**config.mk**
```make
export PLATFORM = sky130hd
export DESIGN_NAME = pc_gen_unit
export DESIGN_NICKNAME = d
export VERILOG_FILES = /design/src/rtl/pc_gen_unit_pkg.sv /design/src/rtl/pc_ras_stack.sv /design/src/rtl/pc_gen_unit.sv
export SDC_FILE = /design/constraint.sdc
export NUM_CORES = 1
export LEC_CHECK = 0
export ABC_AREA = 1
export BUFFER_PORTS_ARGS = -buffer_cell sky130_fd_sc_hd__buf_2
export CAP_MARGIN = 25
export CORE_MARGIN = 4
export CORE_UTILIZATION = 51
export CTS_CLUSTER_DIAMETER = 30
export DETAILED_ROUTE_END_ITERATION = 12
export PLACE_DENSITY_LB_ADDON = 0.3
export SETUP_SLACK_MARGIN = 0.4
export SYNTH_ARGS = -nofsm -noshare
export SYNTH_HDL_FRONTEND = slang
export SYNTH_SLANG_ARGS = --single-unit
```
**constraint.sdc**
```tcl
create_clock -name clk -period 3.2 [get_ports clk]
set_input_delay 0.16 -clock clk [delete_from_list [all_inputs] [get_ports clk]]
set_output_delay 0.16 -clock clk [all_outputs]
set_load 0.01 [all_outputs]
```
**src/rtl/pc_gen_unit_pkg.sv**
```systemverilog
// pc_gen_unit_pkg: fetch FSM state encoding and the fixed instruction step.
package pc_gen_unit_pkg;
  typedef enum logic [1:0] {BOOT = 2'd0, RUN = 2'd1, HALT = 2'd2} state_t;
  localparam int unsigned STEP = 4;
endpackage

```
**src/rtl/pc_ras_stack.sv**
```systemverilog
// pc_ras_stack: circular return-address stack; a push when full overwrites the oldest entry.
module pc_ras_stack #(
  parameter int XLEN      = 32,
  parameter int RAS_DEPTH = 4
) (
  input  logic            clk,
  input  logic            rst_n,
  input  logic            push,
  input  logic [XLEN-1:0] push_addr,
  input  logic            pop,
  output logic [XLEN-1:0] top,
  output logic            empty,
  output logic            underflow
);
  localparam int PW = $clog2(RAS_DEPTH);
  localparam logic [PW:0] FULL = (PW+1)'(RAS_DEPTH);
  logic [XLEN-1:0] r_mem [RAS_DEPTH];
  logic [PW-1:0]   r_sp, w_top_idx;
  logic [PW:0]     r_cnt;
  logic            w_pop;
  assign w_top_idx = r_sp - 1'b1;
  assign top       = r_mem[w_top_idx];
  assign empty     = (r_cnt == '0);
  assign underflow = pop & empty;
  assign w_pop     = pop & ~empty;
  // Push together with a pop replaces the top in place instead of moving the pointer.
  always_ff @(posedge clk)
    if (push) r_mem[w_pop ? w_top_idx : r_sp] <= push_addr;
  always_ff @(posedge clk or negedge rst_n)
    if (!rst_n) begin
      r_sp  <= '0;
      r_cnt <= '0;
    end else if (push & ~w_pop) begin
      r_sp  <= r_sp + 1'b1;
      r_cnt <= (r_cnt == FULL) ? r_cnt : r_cnt + 1'b1;
    end else if (w_pop & ~push) begin
      r_sp  <= r_sp - 1'b1;
      r_cnt <= r_cnt - 1'b1;
    end
endmodule

```
**src/rtl/pc_gen_unit.sv**
```systemverilog
// pc_gen_unit: fetch PC generator with trap/redirect/return-stack steering and BOOT/RUN/HALT control.
module pc_gen_unit
  import pc_gen_unit_pkg::*;
#(
  parameter int              XLEN      = 32,
  parameter logic [XLEN-1:0] RESET_VEC = '0,
  parameter int              RAS_DEPTH = 4,
  parameter bit              C_EXT     = 1'b0
) (
  input  logic            clk,
  input  logic            rst_n,
  input  logic            stall,
  input  logic            trap_valid,
  input  logic [XLEN-1:0] trap_vec,
  input  logic            redirect_valid,
  input  logic [XLEN-1:0] redirect_addr,
  input  logic            ras_push,
  input  logic [XLEN-1:0] ras_push_addr,
  input  logic            ras_pop,
  input  logic            halt_req,
  input  logic            fetch_ready,
  output logic            fetch_valid,
  output logic [XLEN-1:0] pc,
  output logic            misalign_err,
  output logic            ras_underflow,
  output logic            ras_empty
);
  state_t          r_state;
  logic [XLEN-1:0] r_pc, w_top, w_next;
  logic            r_fv, r_mis, r_unf, w_empty, w_unf, w_act, w_mis, w_pop, w_push;
  assign w_act  = (r_state == RUN) & ~trap_valid & ~stall & ~halt_req;
  assign w_mis  = C_EXT ? redirect_addr[0] : |redirect_addr[1:0];
  assign w_pop  = w_act & ~redirect_valid & ras_pop;
  assign w_push = ras_push & ~stall;
  assign w_next = r_pc + XLEN'(STEP);
  pc_ras_stack #(.XLEN(XLEN), .RAS_DEPTH(RAS_DEPTH)) u_ras (
    .clk       (clk),
    .rst_n     (rst_n),
    .push      (w_push),
    .push_addr (ras_push_addr),
    .pop       (w_pop),
    .top       (w_top),
    .empty     (w_empty),
    .underflow (w_unf)
  );
  always_ff @(posedge clk or negedge rst_n)
    if (!rst_n) begin
      r_state <= BOOT;
      r_pc    <= RESET_VEC;
      r_fv    <= 1'b0;
      r_mis   <= 1'b0;
      r_unf   <= 1'b0;
    end else begin
      r_mis <= w_act & redirect_valid & w_mis;
      r_unf <= w_unf;
      if (trap_valid) begin
        r_pc    <= trap_vec;
        r_state <= RUN;
        r_fv    <= 1'b1;
      end else if (r_state == BOOT) begin
        r_state <= RUN;
        r_fv    <= 1'b1;
      end else if (r_state == RUN && !stall) begin
        if (halt_req) begin
          r_state <= HALT;
          r_fv    <= 1'b0;
        end else if (redirect_valid) r_pc <= w_mis ? r_pc : redirect_addr;
        else if (ras_pop) r_pc <= w_empty ? w_next : w_top;
        else if (fetch_ready) r_pc <= w_next;
      end
    end
  assign fetch_valid   = r_fv;
  assign pc            = r_pc;
  assign misalign_err  = r_mis;
  assign ras_underflow = r_unf;
  assign ras_empty     = w_empty;
endmodule

```
# After elaboration in Yosys (flattened, before gate mapping)

Memories as Yosys holds them, arrays and structs flattened.
Cells that the tools add are included.

$add $sub $neg: 5
Equality and inequality tests: 6
Mux-type cells: 25
Bitwise logic cells: 19
Reductions and logical operators: 13

Operators with widths:

| kind                                              | count |
|---|---|
| 2-to-1 mux 32 bit                                 | 9 |
| adder 32 x 3 -> 32 bit (second input constant)    | 1 |
| 2-to-1 mux 2 bit                                  | 7 |
| AND 1 bit                                         | 12 |
| 2-to-1 mux 3 bit                                  | 3 |
| inverter 1 bit                                    | 7 |
| 2-to-1 mux 1 bit                                  | 6 |
| != test 2 bit (second input constant)             | 3 |
| nonzero test 3 bit                                | 2 |
| AND reduction 5 bit                               | 1 |
| AND reduction 2 bit                               | 2 |
| nonzero test 2 bit                                | 2 |
| nonzero test 4 bit                                | 1 |
| adder 3 x 1 -> 3 bit (second input constant)      | 1 |
| == test 3 bit (second input constant)             | 1 |
| logical NOT 3 bit                                 | 1 |
| != test 3 bit (second input constant)             | 1 |
| subtractor 3 x 1 -> 3 bit (second input constant) | 1 |
| adder 2 x 1 -> 2 bit (second input constant)      | 1 |
| == test 2 x 1 -> 1 bit (second input constant)    | 1 |
| logical NOT 2 bit                                 | 1 |
| OR reduction 2 bit                                | 1 |
| subtractor 2 x 1 -> 2 bit (second input constant) | 1 |
| logical AND 1 bit                                 | 1 |
| logical NOT 1 bit                                 | 1 |

Bits in registers: 42
Bits in writable memories: 128
Input bits: 105
Output and inout bits: 36
Logic and storage cells: 76
Memories kept: 1

Memory list:

| memory      | depth | bits a word | rd ports | clocked after Yosys merged registers in | write ports | line               | text |
|---|---|---|---|---|---|---|---|
| u_ras.r_mem | 4     | 32          | 1        | 0                                       | 1           | pc_ras_stack.sv:17 | `logic [XLEN-1:0] r_mem [RAS_DEPTH];` |

# Depth between registers and ports, before layout

Gate-level depths: netlist of the first run.

Depth after elaboration: 11
Depth in mapped cells: 13

# Hierarchy

A second synthesis of the first run with hierarchy kept.

Cells, all modules: 971
Area, all modules: 8589.5 µm²

Modules (own cells, without submodules):

| module       | times used | cells an instance | area an instance (µm²) | seq. area each (µm²) |
|---|---|---|---|---|
| pc_ras_stack | 1          | 400               | 5286.3                 | 3968.8 |
| pc_gen_unit  | 1          | 571               | 3303.2                 | 925.9 |

# Worst setup path before layout of the first run

OpenSTA, ideal clock, no wires.

Path type: register to register
From: register r_state[1]
To: memory u_ras.r_mem[3][0] (enable)
Library setup time: 421 ps
Arrival time: 2535 ps
Setup slack: 244 ps
Cell stages (with the launch flop): 8
Period minus slack after synthesis: 2956 ps
Path through: dfrtp_1 inv_1 nand4_1 nor3_1 nand2_1 xor2_1 inv_1 nor2_1

Longest elaborated chain between the ends: 8

Ends and longest elaborated chain:

| element                 | line               | text |
|---|---|---|
| from (decl)             | pc_gen_unit.sv:28  | `state_t r_state;` |
| from (signal assigned)  | pc_gen_unit.sv:48  | `r_state <= BOOT;` |
| from (signal assigned)  | pc_gen_unit.sv:58  | `r_state <= RUN;` |
| from (signal assigned)  | pc_gen_unit.sv:61  | `r_state <= RUN;` |
| == test 2 x 1 -> 1 bit  | pc_gen_unit.sv:31  | `assign w_act = (r_state == RUN) & ~trap_valid & ~stall & ~halt_req;` |
| AND 1 bit (3 in series) | pc_gen_unit.sv:31  |  |
| AND 1 bit (2 in series) | pc_gen_unit.sv:33  | `assign w_pop = w_act & ~redirect_valid & ras_pop;` |
| AND 1 bit               | pc_ras_stack.sv:25 | `assign w_pop = pop & ~empty;` |
| 2-to-1 mux 2 bit        | pc_ras_stack.sv:28 | `if (push) r_mem[w_pop ? w_top_idx : r_sp] <= push_addr;` |
| to (decl)               | pc_ras_stack.sv:17 |  |

No other way between the ends.

# Worst setup path after layout of the first run

From: register u_ras.r_sp[0]
To: memory u_ras.r_mem[1][27] (enable)

Longest elaborated chain between the ends: 2

Ends and longest elaborated chain:

| element                   | line               | text |
|---|---|---|
| from (decl)               | pc_ras_stack.sv:18 | `logic [PW-1:0] r_sp, w_top_idx;` |
| from (signal assigned)    | pc_ras_stack.sv:34 | `r_sp <= r_sp + 1'b1;` |
| from (signal assigned)    | pc_ras_stack.sv:37 | `r_sp <= r_sp - 1'b1;` |
| subtractor 2 x 1 -> 2 bit | pc_ras_stack.sv:21 | `assign w_top_idx = r_sp - 1'b1;` |
| 2-to-1 mux 2 bit (*)      | pc_ras_stack.sv:28 |  |

Every way passes the cells marked *; elsewhere a longest branch is shown, timed or not.

==> results of run 1 <==
==> cell type report <==
type,instances,share of cell area
Timing Repair Buffer,188,0.114
Sequential cell,170,0.479
Inverter,72,0.0269
Tap cell,216,0.0264
Multi-Input combinational cell,659,0.298
Clock buffer,18,0.0420
Clock inverter,13,0.0141
==> registers in the layout, indices dropped and copies added (netlist names) <==
signal and cells:
u_ras.r_mem 128, pc 32, u_ras.r_cnt 3, r_state 2, u_ras.r_sp 2, fetch_valid 1, misalign_err 1, ras_underflow 1
==> metrics by stage <==
step                 util  std cells  area (um^2)  worst slack (ns)
floorplan               -        941         8440             0.244
global placement    0.578       1270         9280             0.742
detailed placement  0.578       1270         9280             0.691
CTS                 0.635       1335        10200             0.676
global route        0.636       1336        10200             0.400
finish              0.636       1336        10200             0.668
==> critical path, delay by kind of cell, from the launching register on <==
family,cells,cell delay [ns]
AND/OR/NAND/NOR,4,0.66
flip-flops,1,0.70
buffers and inverters,2,0.64
AO/OA/AOI/OAI,1,0.16
==> path summary, 6_finish.rpt <==
check	from	end	slack (ns)
max	u_ras.r_sp[0]	u_ras.r_mem[1][27]	0.67
min	ras_pop	ras_underflow	0.02
max reg2reg	u_ras.r_sp[0]	u_ras.r_mem[1][27]	0.67
min reg2reg	pc[1]	pc[1]	0.50
max in group asynchronous	rst_n	pc[0]	2.47
min in group asynchronous	rst_n	pc[26]	0.22
==> cells in the mapped netlist <==
library cell | count | area (um^2)
inv_1 | 65 | 244
or2_2 | 1 | 6.26
edfxtp_1 | 128 | 3840
buf_4 | 5 | 37.5
a31oi_1 | 2 | 12.5
o211ai_1 | 10 | 75.1
nor4_1 | 2 | 12.5
o22ai_1 | 2 | 12.5
a211oi_1 | 10 | 75.1
nand2_2 | 4 | 25.0
xor2_1 | 3 | 26.3
a21oi_2 | 2 | 17.5
a21oi_1 | 47 | 235
dfrtp_1 | 42 | 1050
ha_1 | 5 | 62.6
nand4_1 | 15 | 93.8
nor2_8 | 1 | 20.0
nor2_2 | 3 | 18.8
buf_1 | 1 | 3.75
o21ai_0 | 32 | 160
o21ai_1 | 7 | 35.0
nor2_4 | 4 | 45.0
xnor2_1 | 3 | 26.3
nand3b_1 | 2 | 15.0
nand2_4 | 1 | 11.3
a22o_1 | 2 | 17.5
inv_4 | 2 | 12.5
nor2_1 | 114 | 428
nand3_1 | 62 | 310
buf_2 | 16 | 80.1
or2_0 | 1 | 6.26
buf_6 | 7 | 78.8
nor3_1 | 2 | 10.0
a22oi_1 | 17 | 128
inv_2 | 5 | 18.8
clkbuf_1 | 11 | 41.3
nand2_1 | 305 | 1140
==> repair_timing <==
| item | in CTS | in global routing |
|---|---|---|
| hold buffers | 34 | 0 |
| buffers inserted | 0 | 0 |
| hold endpoints to repair | 171 | 0 |
==> logic make-up (layout without fill, tap and decap cells) <==
group	Yosys count	after routing	share of synthesized area
AO/OA/AOI/OAI	131	131	0.0910
flip-flops	170	170	0.580
buffers and inverters	112	291	0.0612
adder cells (fa/ha/maj)	5	5	0.00741
XOR/XNOR	6	6	0.00623
AND/OR/NAND/NOR	517	517	0.254
==> power breakdown <==
part	switching [uW]	internal, uW	total, uW	leakage (uW)
registers	225	2630	2850	0.00166
logic	1190	586	1770	0.00247
clock network	863	1150	2020	0.000277
==> layer usage <==
| layer | wire length [um] | global-route usage | vias to the layer above |
|---|---|---|---|
| met3 | 2000 | 0.0526 | 43 |
| met4 | 596 | 0.0913 | 0 |
| met5 | 0 | 0 | - |
| li1 | - | - | 3495 |
| met2 | 10400 | 0.392 | 305 |
| met1 | 9280 | 0.325 | 3309 |
==> layout by cell type (no fill, tap or decap), types with 4 or more instances in the layout <==
cell / netlist / routed
dfrtp_1: 42 / 42
nand2_2: 4 / 4
inv_1: 65 / 65
a211oi_1: 10 / 10
nand4_1: 15 / 15
nor2_4: 4 / 4
dlygate4sd3_1: 0 / 34
o21ai_1: 7 / 7
o211ai_1: 10 / 10
nand3_1: 62 / 62
nor2_2: 3 / 7
buf_2: 16 / 140
nor2_1: 114 / 110
edfxtp_1: 128 / 128
buf_4: 5 / 13
inv_2: 5 / 5
a21oi_1: 47 / 47
clkbuf_16: 0 / 17
nand2_1: 305 / 305
o21ai_0: 32 / 32
a22oi_1: 17 / 17
ha_1: 5 / 5
==> metrics, run 1 <==
number of setup violations in the final report=0; sequential cell area in the final layout=0.00489 mm^2; max-cap violations=0; overall global routing resource usage=0.243; Multi-input gate area=0.00304 mm^2; Vert. Die Dim=137 um; root buffer selected by CTS=clkbuf_16; final hold viol count=0; cell count of the worst reg-to-reg path=7; number of antenna repair diodes=0; sequential-to-total area share from yosys stat=0.580; worst-case clock skew=0.00736 ns; final slew viol count=0; setup repair after global routing missed its margin=false; CTS tree=done; worst-case vdd ir drop=532 uV; row count=46; data arrival time of the worst path=2.61 ns; post-layout power=6640 uW; power density cells=650 mW/mm^2; highest clock frequency the design can meet=395 MHz; fraction of final layout cells with drive strength greater than 1=0.188; list of cells traversed by the critical path=inv_2 > nor2_4 > nor2_1 > o21ai_1 > nand2_1 > nor2_2 > buf_4; worst hold slack across all endpoints=0.0216 ns; worst-path fanout max=32; layout overhead on the synthesized area=21.1%; kind of critical path=reg -> reg; Slew headroom=0.537; io pins=141; number of nets in the final layout=1,218; total grt overflow=0; Hold Crit Depth=3; cell area after synthesis=0.00844 mm^2; largest net degree at the start of global routing=43; startpoint class of the critical path=flop; number of storage elements in the synthesis netlist=170; drt first pass iters=9; total die area=0.0187 mm^2; Slowest Stage Delay on Critical Path=0.70 ns; status=completed; average footprint of a synthesized cell=8.97 um^2; total core area=0.0161 mm^2; slew at the pin closest to its max-slew limit=0.693 ns; crit path capture type=flop; synth unique cells=37; CTS HTree Levels=4; Die Span X=137 um; post-route clock period utilization=0.791; number of fillers in the final layout=1,325; vias after detailed routing=7,152; total clock buffers created by CTS=17; GPL Wtd Cong=0.961; initial drt markers=766; count of instances resized after the clock tree is built=0; CTS Sinks=170; sum of routed wire length over all layers=22.3 mm; post-detail-place hpwl=15.5 mm; number of standard cells after synthesis=941; Tmin final=2.53 ns; Detail Route Antenna Nets=0; effective utilization at floorplan=0.526; Clock Tree Buf Depth=2; DRC violation count after routing=0; count of buffers inserted at the top-level ports=140; detail-routed net length per standard cell=16.7 um; vias per inst=5.35; worst hold path type=in -> reg; reported leakage power=0.00440 uW; clock-pin slew of the registers on the worst-case setup and hold paths=0.07 ns; YS warnings=0; global-route wire length before repair=34.5 mm; number of nets produced by synthesis=1,051; initial antenna violation count=0; worst path required time=3.28 ns; sum of negative setup slack=0 ns; clock latency reported for the late side of the worst-skew pair=0.43 ns; via count of the first global-routing pass=6,672; highest-delay cell along the critical path=dfrtp_1
(Power assumes the default switching activity.)
==> run 2, diff against run 1 <==
--- a/config.mk
+++ b/config.mk
@@ -9,7 +9,7 @@
 export BUFFER_PORTS_ARGS = -buffer_cell sky130_fd_sc_hd__buf_2
 export CAP_MARGIN = 25
 export CORE_MARGIN = 4
-export CORE_UTILIZATION = 51
+export CORE_UTILIZATION = 55
 export CTS_CLUSTER_DIAMETER = 30
 export DETAILED_ROUTE_END_ITERATION = 12
 export PLACE_DENSITY_LB_ADDON = 0.3
==> constraint.sdc (replaced) <==
create_clock -name clk -period 2.4 [get_ports clk]
set_input_delay 0.12 -clock clk [delete_from_list [all_inputs] [get_ports clk]]
set_output_delay 0.12 -clock clk [all_outputs]
set_load 0.01 [all_outputs]
==> run 2 against run 1 <==
Effect of this change:
- count of clock-buffer cells in the layout is 1 lower
- utilization grew 8.6 points
- clock power grew 47%
- cell count up 1.6%
- routed wire length up 6.3%
- clock skew decreased by 0.00075 ns
- combinational power up 54%
- total power increased by 43%
- worst setup slack worse by 0.40 ns
- critical path type unchanged
- highest routed layer unchanged
==> metrics, run 2 (same netlist as run 1, synthesis figures left out) <==
post-detail-place hpwl=15.7 mm (+1.2%); number of nets in the final layout=1,266 (+3.9%); clock latency reported for the late side of the worst-skew pair=0.43 ns (about the same); layout overhead on the synthesized area=29.7%; busiest metal layer after global routing=met2; total die area=0.0174 mm^2 (-6.9%); worst-path fanout max=16 (-50%); Clock Tree Buf Depth=2 (unchanged); CTS HTree Levels=4 (unchanged); crit path capture type=flop; global-route wire length before repair=36.1 mm (+4.8%); grt met3 use=0.0523 (-0.000283); initial drt markers=631 (-18%); sequential cell area in the final layout=0.00490 mm^2 (about the same); data arrival time of the worst path=2.27 ns (-0.34 ns); clock-pin slew of the registers on the worst-case setup and hold paths=0.07 ns (about the same); count of buffers inserted at the top-level ports=140 (unchanged); fraction of final layout cells with drive strength greater than 1=0.216 (+0.0289); worst setup slack before clock tree synthesis=0.290 ns (-0.401 ns); CTS tree=done; met2 track demand over resource=0.435 (+0.0429); total grt overflow=0 (unchanged); vias per inst=5.50 (+2.7%); Die Span X=132 um (-3.5%); max-cap violations=0 (unchanged); post-layout power=9470 uW (+43%); worst hold path type=in -> reg; Multi-input gate area=0.00311 mm^2 (+2.4%); sum of negative setup slack=0 ns (unchanged); Slew headroom=0.710 (+0.172); highest clock frequency the design can meet=469 MHz (+19%); CTS Sinks=170 (unchanged); global-route track usage on met1=0.350 (+0.0248); startpoint class of the critical path=flop; initial antenna violation count=0 (unchanged); largest register by flop count=u_ras.r_mem; number of fillers in the final layout=1,082 (-18%); Vert. Die Dim=132 um (-3.5%); number of antenna repair diodes=0 (unchanged); worst-case vdd ir drop=589 uV (+11%); Tmin final=2.13 ns (-0.401 ns); root buffer selected by CTS=clkbuf_16; detail-routed net length per standard cell=17.4 um (+4.7%); setup repair after global routing missed its margin=true; Placed Area=0.00946 mm^2 (+2.0%); post-route clock period utilization=0.888 (+0.0965); effective utilization at floorplan=0.557 (+0.0317); worst path required time=2.54 ns (-0.74 ns); worst-case clock skew=0.00661 ns (-0.000745 ns); total clock buffers created by CTS=17 (unchanged); io pins=141 (unchanged); PnR worst setup slack=0.269 ns (-0.399 ns); final slew viol count=0 (unchanged); row count=45 (-2.2%); flip-flop count of the largest register after layout=128 (unchanged); reported leakage power=0.00472 uW (+7.3%); total core area=0.0151 mm^2 (-5.7%); final design area excluding fillers=0.0109 mm^2 (+7.1%); sum of routed wire length over all layers=23.7 mm (+6.3%); DRC violation count after routing=0 (unchanged); GPL Wtd Cong=1.02 (+5.8%); kind of critical path=reg -> reg; final hold viol count=0 (unchanged); largest net degree at the start of global routing=43 (unchanged); vias after detailed routing=7,458 (+4.3%); most frequent cells in the layout=303 x nand2_1, 140 x buf_2, 128 x edfxtp_1; number of setup violations in the final report=0 (unchanged); drt first pass iters=5 (-4); overall global routing resource usage=0.264 (+0.0204); power density cells=865 mW/mm^2 (+33%); Detail Route Antenna Nets=0 (unchanged); via count of the first global-routing pass=7,089 (+6.3%); most common cell after layout, fill and taps aside=nand2_1; status=completed; slew at the pin closest to its max-slew limit=0.436 ns (-0.257 ns)
==> run 2: changes by cell type in the layout (fill, tap and decap cells not counted), sizes merged <==
| cell | change |
|---|---|
| buf | +25 |
| bufinv | +2 |
| clkbuf | +4 |
| clkinv | -1 |
| dlygate4sd3 | +18 |
| inv | +1 |
==> run 2: through the flow <==
stage | cells | hold slack (ns) | util
2_1_floorplan | 941 | -0.176 | -
3_3_place_gp | 1256 | 0.324 | 0.625
3_5_place_dp | 1256 | 0.335 | 0.625
4_1_cts | 1343 | 0.00195 | 0.703
5_1_grt | 1357 | 0.0197 | 0.723
6_report | 1357 | 0.00817 | 0.723
==> run 2: layer usage <==
| layer | wire length, um | vias up |
|---|---|---|
| li1 | - | 3595 |
| met1 | 9650 | 3474 |
| met2 | 11500 | 345 |
| met3 | 1840 | 44 |
| met4 | 621 | 0 |
| met5 | 0 | - |
==> run 2: layout make-up <==
class / count / area share
clock buffers: 17 / 0.0389
clock inverters: 15 / 0.0193
inverters: 72 / 0.0259
multi-input cells: 659 / 0.285
flip-flops and latches: 170 / 0.447
well taps: 188 / 0.0215
repair buffers: 236 / 0.163
==> run 2: worst paths after layout <==
check	cells past startpoint	to	startpoint	slack (ns)
setup / recovery	8	u_ras.r_mem[3][16]	u_ras.r_cnt[0]	0.27
setup reg to reg	8	u_ras.r_mem[3][16]	u_ras.r_cnt[0]	0.27
hold / removal	5	pc[27]	redirect_addr[27]	0.008
hold reg to reg	2	fetch_valid	fetch_valid	0.54
max in group asynchronous	3	pc[2]	rst_n	1.72
min in group asynchronous	2	pc[26]	rst_n	0.16
==> run 2: repair_timing <==
| action | 4_1_cts | 5_1_grt |
|---|---|---|
| setup buffers | 3 | 7 |
| cloned | 0 | 6 |
| pin swaps | 1 | 2 |
| setup endpoints to repair | 46 | 152 |
| resized for setup | 2 | 16 |
| hold endpoints to repair | 189 | 0 |
| hold buffers | 52 | 0 |
==> run 2: power breakdown <==
group / leakage (uW) / switching [uW] / internal, uW / total (uW)
clock: 0.000314 / 1190 / 1770 / 2960
sequential: 0.00166 / 288 / 3500 / 3790
combinational: 0.00275 / 1720 / 998 / 2720
==> run 2: critical path: stages, from the launching register on <==
cell and delay, ns:
dfrtp_1 0.43, nor2_1 0.15, nand2_1 0.16, nand2_2 0.21
buf_4 0.15, o211ai_1 0.08, buf_4 0.18, nor2_4 0.24
clkbuf_16 0.24
==> run 3, diff against run 2 <==
--- a/config.mk
+++ b/config.mk
@@ -12,7 +12,7 @@
 export CORE_UTILIZATION = 55
 export CTS_CLUSTER_DIAMETER = 30
 export DETAILED_ROUTE_END_ITERATION = 12
-export PLACE_DENSITY_LB_ADDON = 0.3
+export PLACE_DENSITY = 0.78
 export SETUP_SLACK_MARGIN = 0.4
 export SYNTH_ARGS = -nofsm -noshare
 export SYNTH_HDL_FRONTEND = slang
==> run 3 against run 2 <==
Effect of this change:
- register-to-register slack better by 0.05 ns
- global-route usage grew 0.60 points
- clock skew grew 0.0050 ns
- critical endpoint is now u_ras.r_mem[3][23]
- fmax grew 2.5%
- largest power group unchanged
- clock power down 6%
- via count grew 1.8%
- cell count grew 0.37%
- largest cell class unchanged
==> metrics, run 3 (same netlist as run 1, synthesis figures left out) <==
Vert. Die Dim=132 um (unchanged); highest clock frequency the design can meet=481 MHz (+2.5%); number of nets in the final layout=1,271 (+0.39%); Tmin final=2.08 ns (-0.0511 ns); worst setup slack for register-to-register paths=0.32 ns (+0.05 ns); number of antenna repair diodes=0 (unchanged); Multi-input gate area=0.00314 mm^2 (+0.68%); initial antenna violation count=0 (unchanged); number of setup violations in the final report=0 (unchanged); CTS Sinks=170 (unchanged); worst-case clock skew=0.0116 ns (+0.00503 ns); Clock Tree Buf Depth=2 (unchanged); crit path capture type=flop; most common cell after layout, fill and taps aside=nand2_1; effective utilization at floorplan=0.557 (unchanged); reported leakage power=0.00472 uW (about the same); largest net degree at the start of global routing=43 (unchanged); clock-pin slew of the registers on the worst-case setup and hold paths=0.07 ns (about the same); power density cells=852 mW/mm^2 (-1.5%); CTS HTree Levels=4 (unchanged); post-route clock period utilization=0.866 (-0.0213); clock latency reported for the late side of the worst-skew pair=0.44 ns (about the same); kind of critical path=reg -> reg; sequential cell area in the final layout=0.00490 mm^2 (about the same); status=completed; total core area=0.0151 mm^2 (unchanged); io pins=141 (unchanged); Hold Crit Depth=3 (-2); hold wc startpoint=stall; setup repair after global routing missed its margin=true; max-cap violations=0 (unchanged); capture endpoint of the worst hold path=fetch_valid; Slew headroom=0.611 (-0.0988); global-route wire length before repair=36.9 mm (+2.0%); initial drt markers=774 (+23%); vias after detailed routing=7,590 (+1.8%); post-detail-place hpwl=16.1 mm (+2.5%); final hold viol count=0 (unchanged); largest register by flop count=u_ras.r_mem; worst hold path type=in -> reg; overall global routing resource usage=0.270 (+0.00599); worst reg2reg endpoint=u_ras.r_mem[3][23]; PnR worst setup slack=0.321 ns (+0.0511 ns); Die Span X=132 um (unchanged); drt first pass iters=6 (+1); GPL Wtd Cong=1.01 (-1.1%); vias per inst=5.57 (+1.4%); worst-case vdd ir drop=606 uV (+2.8%); root buffer selected by CTS=clkbuf_16; detail-routed net length per standard cell=17.9 um (+2.5%); cell count of the worst reg-to-reg path=8 (unchanged); total clock buffers created by CTS=17 (unchanged); data arrival time of the worst path=2.28 ns (about the same); CTS tree=done; fraction of final layout cells with drive strength greater than 1=0.222 (+0.00589); final slew viol count=0 (unchanged); row count=45 (unchanged); Detail Route Antenna Nets=0 (unchanged); worst-path fanout max=7 (-9); worst path required time=2.60 ns (+0.06 ns); most frequent cells in the layout=301 x nand2_1, 140 x buf_2, 128 x edfxtp_1; layout overhead on the synthesized area=29.9%; via count of the first global-routing pass=7,038 (-0.72%); flip-flop count of the largest register after layout=128 (unchanged); worst hold slack across all endpoints=0.00826 ns (+0.0000861 ns); sum of negative setup slack=0 ns (unchanged); sum of routed wire length over all layers=24.3 mm (+2.8%); number of fillers in the final layout=1,053 (-2.7%); total die area=0.0174 mm^2 (unchanged); slew at the pin closest to its max-slew limit=0.584 ns (+0.148 ns); startpoint class of the critical path=flop; total grt overflow=0 (unchanged); DRC violation count after routing=0 (unchanged); count of buffers inserted at the top-level ports=140 (unchanged); worst r2r src=r_state[1]; worst setup slack before clock tree synthesis=0.261 ns (-0.0287 ns)
==> run 3: changes by cell type in the layout (fill, tap and decap cells not counted), sizes merged <==
| cell | before | now |
|---|---|---|
| buf | 179 | 183 |
| dlygate4sd3 | 52 | 54 |
| inv | 77 | 76 |
| clkinvlp | 2 | 3 |
| clkinv | 4 | 6 |
| clkbuf | 22 | 21 |
| bufinv | 4 | 2 |
==> run 3: power by group <==
group	switching [uW]	leakage, uW	total, uW	internal [uW]
clock network	1220	0.000290	2790	1570
registers	310	0.00166	3810	3500
logic	1730	0.00278	2750	1020
total	3260	0.00472	9350	6090
==> run 3: timing repair <==
item,in CTS,in global routing
endpoints found under the hold margin,191,0
setup buffers,2,8
hold buffers,54,0
setup endpoints to repair,26,155
cloned,0,7
pin swaps,5,5
resized for setup,3,31
==> run 3: worst max path at each step <==
stage                from                  to  slack (ns)  depth (start not counted)
6_report       r_state[1]  u_ras.r_mem[3][23]        0.32                          8
5_1_grt        r_state[1]  u_ras.r_mem[3][12]        0.20                          8
4_1_cts        r_state[1]  u_ras.r_mem[1][19]        0.37                          8
3_5_place_dp   r_state[1]      u_ras.r_cnt[2]        0.26                         10
3_3_place_gp   r_state[1]      u_ras.r_cnt[2]        0.34                         10
2_1_floorplan  r_state[1]   u_ras.r_mem[1][0]        0.25                          7
==> run 3: worst max-delay path, cell delays in order (launching register included) <==
cell       delay (ns)
dfrtp_1          0.38
inv_2            0.06
nand4_1          0.15
nor3_2           0.22
nand2_4          0.15
o211ai_1         0.49
nor2_4           0.09
buf_12           0.17
clkbuf_16        0.15
==> run 3: layer usage <==
layer	up-vias	global-route usage	share of wire
met5	-	0	0
met4	0	0.0881	0.025
met3	43	0.0569	0.089
met2	426	0.454	0.48
met1	3531	0.351	0.40
li1	3590	-	-
==> run 3: stage by stage <==
step / std cells / power [uW] / instance area, um^2 / util
global route: 1362 / 9790 / 11000 / 0.724
finish: 1362 / 9350 / 11000 / 0.724
global placement: 1259 / 6180 / 9470 / 0.625
detailed placement: 1259 / 6240 / 9470 / 0.625
CTS: 1347 / 9100 / 10600 / 0.703
floorplan: 941 / 5400 / 8500 / -
==> run 3: final cells by class <==
cell class | instances | share of cell area
Tap cell | 188 | 0.0214
Inverter | 72 | 0.0259
Multi-Input combinational cell | 659 | 0.286
Clock buffer | 17 | 0.0388
Sequential cell | 170 | 0.446
Timing Repair Buffer | 241 | 0.165
Clock inverter | 15 | 0.0168
